### config.mk
export PLATFORM = sky130hd
export DESIGN_NAME = game_timer_ctrl
export DESIGN_NICKNAME = d
export VERILOG_FILES = /design/src/rtl/game_timer_ctrl.sv
export SDC_FILE = /design/constraint.sdc
export NUM_CORES = 1
export LEC_CHECK = 0
export CAP_MARGIN = 20
export CORE_UTILIZATION = 55
export CTS_BUF_LIST = sky130_fd_sc_hd__clkbuf_4 sky130_fd_sc_hd__clkbuf_8
export DETAILED_ROUTE_END_ITERATION = 7
export DONT_BUFFER_PORTS = 1
export PLACE_DENSITY = 0.77
export SETUP_SLACK_MARGIN = 0.05
export SYNTH_ARGS = -nofsm -noshare
export SYNTH_HDL_FRONTEND = slang
export SYNTH_SLANG_ARGS = --single-unit
### constraint.sdc
create_clock -name ClockIn -period 8 [get_ports ClockIn]
set_input_delay 1.6 -clock ClockIn [delete_from_list [all_inputs] [get_ports ClockIn]]
set_output_delay 1.6 -clock ClockIn [all_outputs]
set_load 0.005 [all_outputs]
### src/rtl/game_timer_ctrl.sv
// Countdown round timer with BCD seconds display, pause support and a DONE pulse.
// Optional hit bonus is compiled in when GAME_TIMER_BONUS_EN is defined.
module game_timer_ctrl #(
    parameter int CLOCK_FREQUENCY = 50000000,
    parameter int ROUND_SECONDS   = 60,
    parameter int BONUS_SECONDS   = 2
) (
    input  logic       ClockIn,
    input  logic       Reset,
    input  logic       Start,
    input  logic       Pause,
    input  logic       Hit,
    output logic [3:0] OnesValue,
    output logic [3:0] TensValue,
    output logic [1:0] State,
    output logic       TimeUp,
    output logic       Running
);

    localparam int PW = (CLOCK_FREQUENCY > 2) ? $clog2(CLOCK_FREQUENCY) : 1;
    localparam logic [PW-1:0] PRESC_RELOAD = PW'(CLOCK_FREQUENCY - 1);
    localparam logic [3:0] ROUND_ONES = 4'(ROUND_SECONDS % 10);
    localparam logic [3:0] ROUND_TENS = 4'(ROUND_SECONDS / 10);

    localparam logic [1:0] ST_IDLE    = 2'd0;
    localparam logic [1:0] ST_RUNNING = 2'd1;
    localparam logic [1:0] ST_PAUSED  = 2'd2;
    localparam logic [1:0] ST_DONE    = 2'd3;

    generate
        if (ROUND_SECONDS < 1 || ROUND_SECONDS > 99) begin : g_bad_round
            $error("game_timer_ctrl: ROUND_SECONDS must be within 1..99");
        end
        if (CLOCK_FREQUENCY < 2) begin : g_bad_clock
            $error("game_timer_ctrl: CLOCK_FREQUENCY must be 2 or more");
        end
        if (BONUS_SECONDS < 0 || BONUS_SECONDS > 9) begin : g_bad_bonus
            $error("game_timer_ctrl: BONUS_SECONDS must be within 0..9");
        end
    endgenerate

    logic [1:0]    state_q, state_d;
    logic [PW-1:0] presc_q, presc_d;
    logic [3:0]    ones_q, ones_d;
    logic [3:0]    tens_q, tens_d;
    logic          time_up_q, time_up_d;
    logic          running_q, running_d;

    logic       tick;
    logic [7:0] bonus_add;
    logic [7:0] secs_cur;
    logic [7:0] secs_sum;

`ifdef GAME_TIMER_BONUS_EN
    localparam logic [7:0] BONUS = 8'(BONUS_SECONDS);
`else
    logic unused_hit;
    assign unused_hit = Hit;
`endif

    always_comb begin
        state_d   = state_q;
        presc_d   = presc_q;
        ones_d    = ones_q;
        tens_d    = tens_q;
        time_up_d = 1'b0;
        tick      = 1'b0;
        bonus_add = 8'd0;
        secs_cur  = 8'(tens_q) * 8'd10 + 8'(ones_q);
        secs_sum  = secs_cur;

        case (state_q)
            ST_IDLE: begin
                ones_d = ROUND_ONES;
                tens_d = ROUND_TENS;
                if (Start) begin
                    state_d = ST_RUNNING;
                    presc_d = PRESC_RELOAD;
                end
            end
            ST_RUNNING: begin
                // Pause wins over a coincident tick: nothing advances this cycle.
                if (Pause) begin
                    state_d = ST_PAUSED;
                end else begin
                    if (presc_q == '0) begin
                        tick    = 1'b1;
                        presc_d = PRESC_RELOAD;
                    end else begin
                        presc_d = presc_q - 1'b1;
                    end
`ifdef GAME_TIMER_BONUS_EN
                    if (Hit) begin
                        bonus_add = BONUS;
                    end
`endif
                    // Value is at least 1 while running, so this cannot underflow.
                    secs_sum = secs_cur + bonus_add - {7'd0, tick};
                    if (secs_sum > 8'd99) begin
                        secs_sum = 8'd99;
                    end
                    tens_d = 4'(secs_sum / 8'd10);
                    ones_d = 4'(secs_sum % 8'd10);
                    if (secs_sum == 8'd0) begin
                        state_d   = ST_DONE;
                        time_up_d = 1'b1;
                    end
                end
            end
            ST_PAUSED: begin
                if (!Pause) begin
                    state_d = ST_RUNNING;
                end
            end
            ST_DONE: begin
                ones_d = 4'd0;
                tens_d = 4'd0;
                if (Start) begin
                    state_d = ST_RUNNING;
                    presc_d = PRESC_RELOAD;
                    ones_d  = ROUND_ONES;
                    tens_d  = ROUND_TENS;
                end
            end
            default: begin
                state_d = ST_IDLE;
            end
        endcase

        running_d = (state_d == ST_RUNNING);
    end

    always_ff @(posedge ClockIn) begin
        if (Reset) begin
            state_q   <= ST_IDLE;
            presc_q   <= PRESC_RELOAD;
            ones_q    <= ROUND_ONES;
            tens_q    <= ROUND_TENS;
            time_up_q <= 1'b0;
            running_q <= 1'b0;
        end else begin
            state_q   <= state_d;
            presc_q   <= presc_d;
            ones_q    <= ones_d;
            tens_q    <= tens_d;
            time_up_q <= time_up_d;
            running_q <= running_d;
        end
    end

    assign OnesValue = ones_q;
    assign TensValue = tens_q;
    assign State     = state_q;
    assign TimeUp    = time_up_q;
    assign Running   = running_q;

endmodule

## Word level (Yosys, flattened, before mapping)

Cells that the tools add are included.
W data, S select, Z words.

| word-level totals | value |
|---|---|
| bits of input ports | 5 |
| register bits after elaboration | 38 |
| output and inout bits | 12 |
| logic and storage cells | 51 |

| cells by class | value |
|---|---|
| order comparisons | 1 |
| div/mod/pow operators | 2 |
| equal/unequal tests | 6 |
| muxes and demuxes | 21 |
| bitwise gates (word level) | 1 |
| multiply operators | 1 |
| add/subtract/negate cells | 3 |
| reductions and logical operators | 10 |

Operators by type and width:

| operator | count |
|---|---|
| $mux W26 | 3 |
| $pmux W26 S2 | 1 |
| $logic_not A26 Y1 | 1 |
| $sub A26 B1 Y26 const B | 1 |
| $mux W8 | 3 |
| $pmux W4 S3 | 1 |
| $add A8 B4 Y8 | 1 |
| $div A8 B4 Y8 const B | 1 |
| $gt A8 B7 Y1 const B | 1 |
| $logic_not A8 Y1 | 1 |
| $mod A8 B4 Y8 const B | 1 |
| $mux W2 | 4 |
| $mux W4 | 2 |
| $pmux W4 S2 | 1 |
| $sub A8 B1 Y8 | 1 |
| $mul A4 B3 Y7 const B | 1 |
| $pmux W2 S3 | 1 |
| $eq A2 B1 Y1 const B | 2 |
| $eq A2 B2 Y1 const B | 2 |
| $mux W1 | 4 |
| $reduce_and A2 Y1 | 2 |
| $mux W3 | 1 |
| $reduce_and A3 Y1 | 1 |
| $reduce_bool A3 Y1 | 1 |
| other kinds (7) | 7 |

## Logic depth before layout (Yosys ltp)

| depth | value |
|---|---|
| word-level depth | 14 |
| gate-level depth with buffers | 21 |
| depth with buffers taken out | 20 |

## Worst setup path after synthesis

OpenSTA, ideal clock, no wires.

| path | value |
|---|---|
| path type | reg2reg |
| from | register presc_q[8] |
| to | register ones_q[1], in the netlist OnesValue[1] |
| stages on the path, launching flop included | 19 |
| period minus slack after synthesis | 3843 ps |
| library setup time | 79 ps |
| data required time | 7921 ps |
| arrival | 3764 ps |
| setup slack | 4157 ps |
| buffers on the path | 1 |
| path through | dfxtp_1 or4_1 nor3_1 nand4_1 inv_1 ha_1 inv_1 ha_1 inv_1 fa_1 nand2b_1 a21oi_1 xnor2_1 buf_2 a21oi_1 a221oi_1 nand2_1 or4_1 o211ai_1 |

| between the ends | value |
|---|---|
| word-level cells in the longest chain between the ends | 12 |

RTL lines:

| item | line | RTL |
|---|---|---|
| start, declared | 43 | `logic [PW-1:0] presc_q, presc_d;` |
| start signal, assigned | 143 | `presc_q <= presc_d;` |
| $logic_not A26 Y1 * | 86 | `if (presc_q == '0) begin` |
| $mux W1 * | 86 |  |
| $mux W1 * | 83 | `if (Pause) begin` |
| $mux W1 * | 72 | `case (state_q)` |
| $sub A8 B1 Y8 * | 98 | `secs_sum = secs_cur + bonus_add - {7'd0, tick};` |
| $gt A8 B7 Y1 | 99 | `if (secs_sum > 8'd99) begin` |
| $mux W8 * | 99 |  |
| $mux W8 * | 83 |  |
| $mux W8 * | 72 |  |
| $mod A8 B4 Y8 * | 103 | `ones_d = 4'(secs_sum % 8'd10);` |
| $mux W4 * | 83 |  |
| $pmux W4 S2 * | 72 |  |
| end signal, assigned | 144 | `ones_q <= ones_d;` |
| end, declared | 44 | `logic [3:0] ones_q, ones_d;` |

Every way passes the cells marked *; elsewhere a longest branch is shown, timed or not. The select of a mux whose other input is x is not followed.
A chain may end at the register's enable or synchronous reset.

## Worst setup path after layout

| path | value |
|---|---|
| from | register presc_q[2] |
| to | register ones_q[2], in the netlist OnesValue[2] |

The elaborated chain is that of the path after synthesis.

==> results.sh <==
export IMPL_status="complete, no violations"
export IMPL_clock_latency_ns=0.30
export IMPL_cts_tree="yes"
export IMPL_gp_congestion=0.856
export IMPL_dp_hpwl_um=4580
export IMPL_grt_setup_unrepaired="false"
export IMPL_critPathMaxFanout=13
export IMPL_clock_sinks=38
export IMPL_grt_max_degree=19
export IMPL_syn_area_um2=2810
export IMPL_route_detailed_drc=0
export IMPL_clock_fmax_mhz=201
export IMPL_vias=2486
export IMPL_critPathMaxStageDelay_ns=0.75
export IMPL_wirelength_um=6120
export IMPL_start_util=0.584
export IMPL_cp_end_kind="flop"
export IMPL_crit_required_ns=8.20
export IMPL_critPathLaunchType="flop"
export IMPL_synthFlopType="dfxtp_1"
export IMPL_drt_iter0_markers=206
export IMPL_drtPass1Iterations=4
export IMPL_cts_max_path_buffers=2
export IMPL_synthArstFlopShare=0
export IMPL_cap_violations=0
export IMPL_io_buffers=0
export IMPL_path_cells="nor3_1 > or2b_1 > nor3_1 > nand4_1 > inv_1 > ha_1 > inv_1 > ha_1 > inv_1 > fa_1 > nand2b_1 > a21oi_1 > xnor2_1 > o2111ai_1 > a221o_1 > a211oi_2 > nor2_1 > o311ai_1"
export IMPL_synth_edff_count=0
export IMPL_crit_slowest_cell="xnor2_1"
export IMPL_die_height_um=73.5
export IMPL_ys_seq_elements=38
export IMPL_routedWlPerCell_um=14.6
export IMPL_root_buffer="clkbuf_8"
export IMPL_grt_pass1_vias=2329
export IMPL_die_area_um2=5400
export IMPL_layout_nets=378
export IMPL_dieWidth_um=73.5
export IMPL_min_period_ns=4.97
export IMPL_ctsHoldBuffers=0
export IMPL_fin_crit_sh=0.622
export IMPL_tightest_slew_ns=0.928
export IMPL_grt_pass1_wl_um=10200
export IMPL_fp_row_count=25
export IMPL_antenna_found_initial=0
export IMPL_final_cell_mix="dfxtp_1, nand2_1, inv_1, nor2_1, ha_1"
export IMPL_final_core_util=0.619
export IMPL_maxSlewViolCount=0
export IMPL_grt_usage=0.241
export IMPL_setup_tns_ns=0
export IMPL_skew_ns=0.00516
export IMPL_cp_data_arrival_time_ns=5.18
export IMPL_ys_types=67
export IMPL_cts_setup_buffers=0
export IMPL_vias_per_cell=5.93
export IMPL_relSlewSlack=0.377
export IMPL_cts_clk_slew_worst_paths_ns=0.08
export IMPL_io_pins=17
export IMPL_area_growth_pct=6.05
export IMPL_syn_num_nets=381
export IMPL_setup_viol=0
export IMPL_yosys_warnings=0
export IMPL_ys_seq_area_frac=0.271
export IMPL_cts_resized=0
export IMPL_avgSynthCellArea_um2=7.94
export IMPL_cts_buffers=5
export IMPL_layout_drive_gt1_share=0.0625
export IMPL_syn_inst=354
export IMPL_diodes=0
export IMPL_whs_ns=0.461
export IMPL_core_um2=4820
export IMPL_hold_path_class="reg2reg"
export IMPL_path_common_cell="inv_1"
export IMPL_grt_ovfl_total=0
export IMPL_hold_violations=0
export IMPL_htreeDepth=2
export IMPL_layout_commonest_cell="dfxtp_1"
export IMPL_criticalPathCategory="reg2reg"
export IMPL_ant_nets=0
## per-stage QoR
stage                     cells  cell area, um^2  setup slack (ns)
final                       419             2980              3.03
after floorplan             354             2810              4.16
after detailed placement    411             2840              3.10
after global placement      411             2840              3.15
after global routing        419             2980              2.46
after CTS                   419             2980              3.06
## critical path, delay by kind of cell, from the launching register on
kind	cells	cell delay (ns)
flops	1	0.34
buf+inv	3	0.25
compound gates	5	1.38
xor+xnor	1	0.75
fa+ha+maj	3	0.61
simple gates	6	1.52
## worst paths after layout
check	depth (start not counted)	slack, ns	start	to
worst max register to register	18	3.03	presc_q[2]	OnesValue[2]
worst max-delay path	18	3.03	presc_q[2]	OnesValue[2]
worst min register to register	2	0.46	presc_q[7]	presc_q[7]
worst min-delay path	2	0.46	presc_q[7]	presc_q[7]
## flip-flops by register name, summed over array words and instances (netlist names)
| name | cells |
|---|---|
| Running | 1 |
| OnesValue | 4 |
| presc_q | 26 |
| TensValue | 4 |
| TimeUp | 1 |
| State | 2 |
## area by class of cell
| class | instances | area, um^2 |
|---|---|---|
| tap | 67 | 83.8 |
| fill | 444 | 1840 |
| clock inverter | 3 | 68.8 |
| timing repair buffer | 1 | 7.51 |
| clock buffer | 5 | 68.8 |
| inverter | 32 | 120 |
| multi-input combinational | 273 | 1870 |
| sequential | 38 | 761 |
## layer usage
| metal | global-route usage | part of all wire | vias up |
|---|---|---|---|
| met4 | 0.0791 | 0.012 | 0 |
| met1 | 0.293 | 0.45 | 1144 |
| li1 | - | - | 1266 |
| met5 | 0 | 0 | - |
| met3 | 0.0439 | 0.041 | 9 |
| met2 | 0.426 | 0.50 | 67 |
## cells in the mapped netlist (3+ instances only)
| master | n | area share |
|---|---|---|
| dfxtp_1 | 38 | 0.27 |
| nand2_1 | 37 | 0.049 |
| inv_1 | 32 | 0.043 |
| nor2_1 | 28 | 0.037 |
| ha_1 | 20 | 0.089 |
| a21oi_1 | 18 | 0.032 |
| xnor2_1 | 18 | 0.056 |
| o21ai_0 | 14 | 0.025 |
| nor3_1 | 13 | 0.023 |
| xor2_1 | 10 | 0.031 |
| nor4_1 | 9 | 0.020 |
| nand3_1 | 8 | 0.014 |
| nand4_1 | 8 | 0.018 |
| a21o_1 | 5 | 0.013 |
| nor2b_1 | 5 | 0.011 |
| o211ai_1 | 5 | 0.013 |
| buf_2 | 4 | 0.0071 |
| clkbuf_1 | 4 | 0.0053 |
| nand2b_1 | 4 | 0.0089 |
| or3_1 | 4 | 0.0089 |
| or4_1 | 4 | 0.011 |
| a211o_1 | 3 | 0.0093 |
| nor3b_1 | 3 | 0.0080 |
## cells by family (layout without fill, tap and decap cells)
logic type,Yosys count,after routing,synth area share
AOI/OAI and AO/OA,82,82,0.211
xor gates and xnor gates,29,29,0.0930
adders and majority gates,23,23,0.107
buffers and inverters,43,41,0.0636
DFF,38,38,0.271
and+or+nand+nor,139,139,0.255
Power is not shown: default switching activity piles up to over one toggle a cycle in this logic, so the estimate is an artifact.
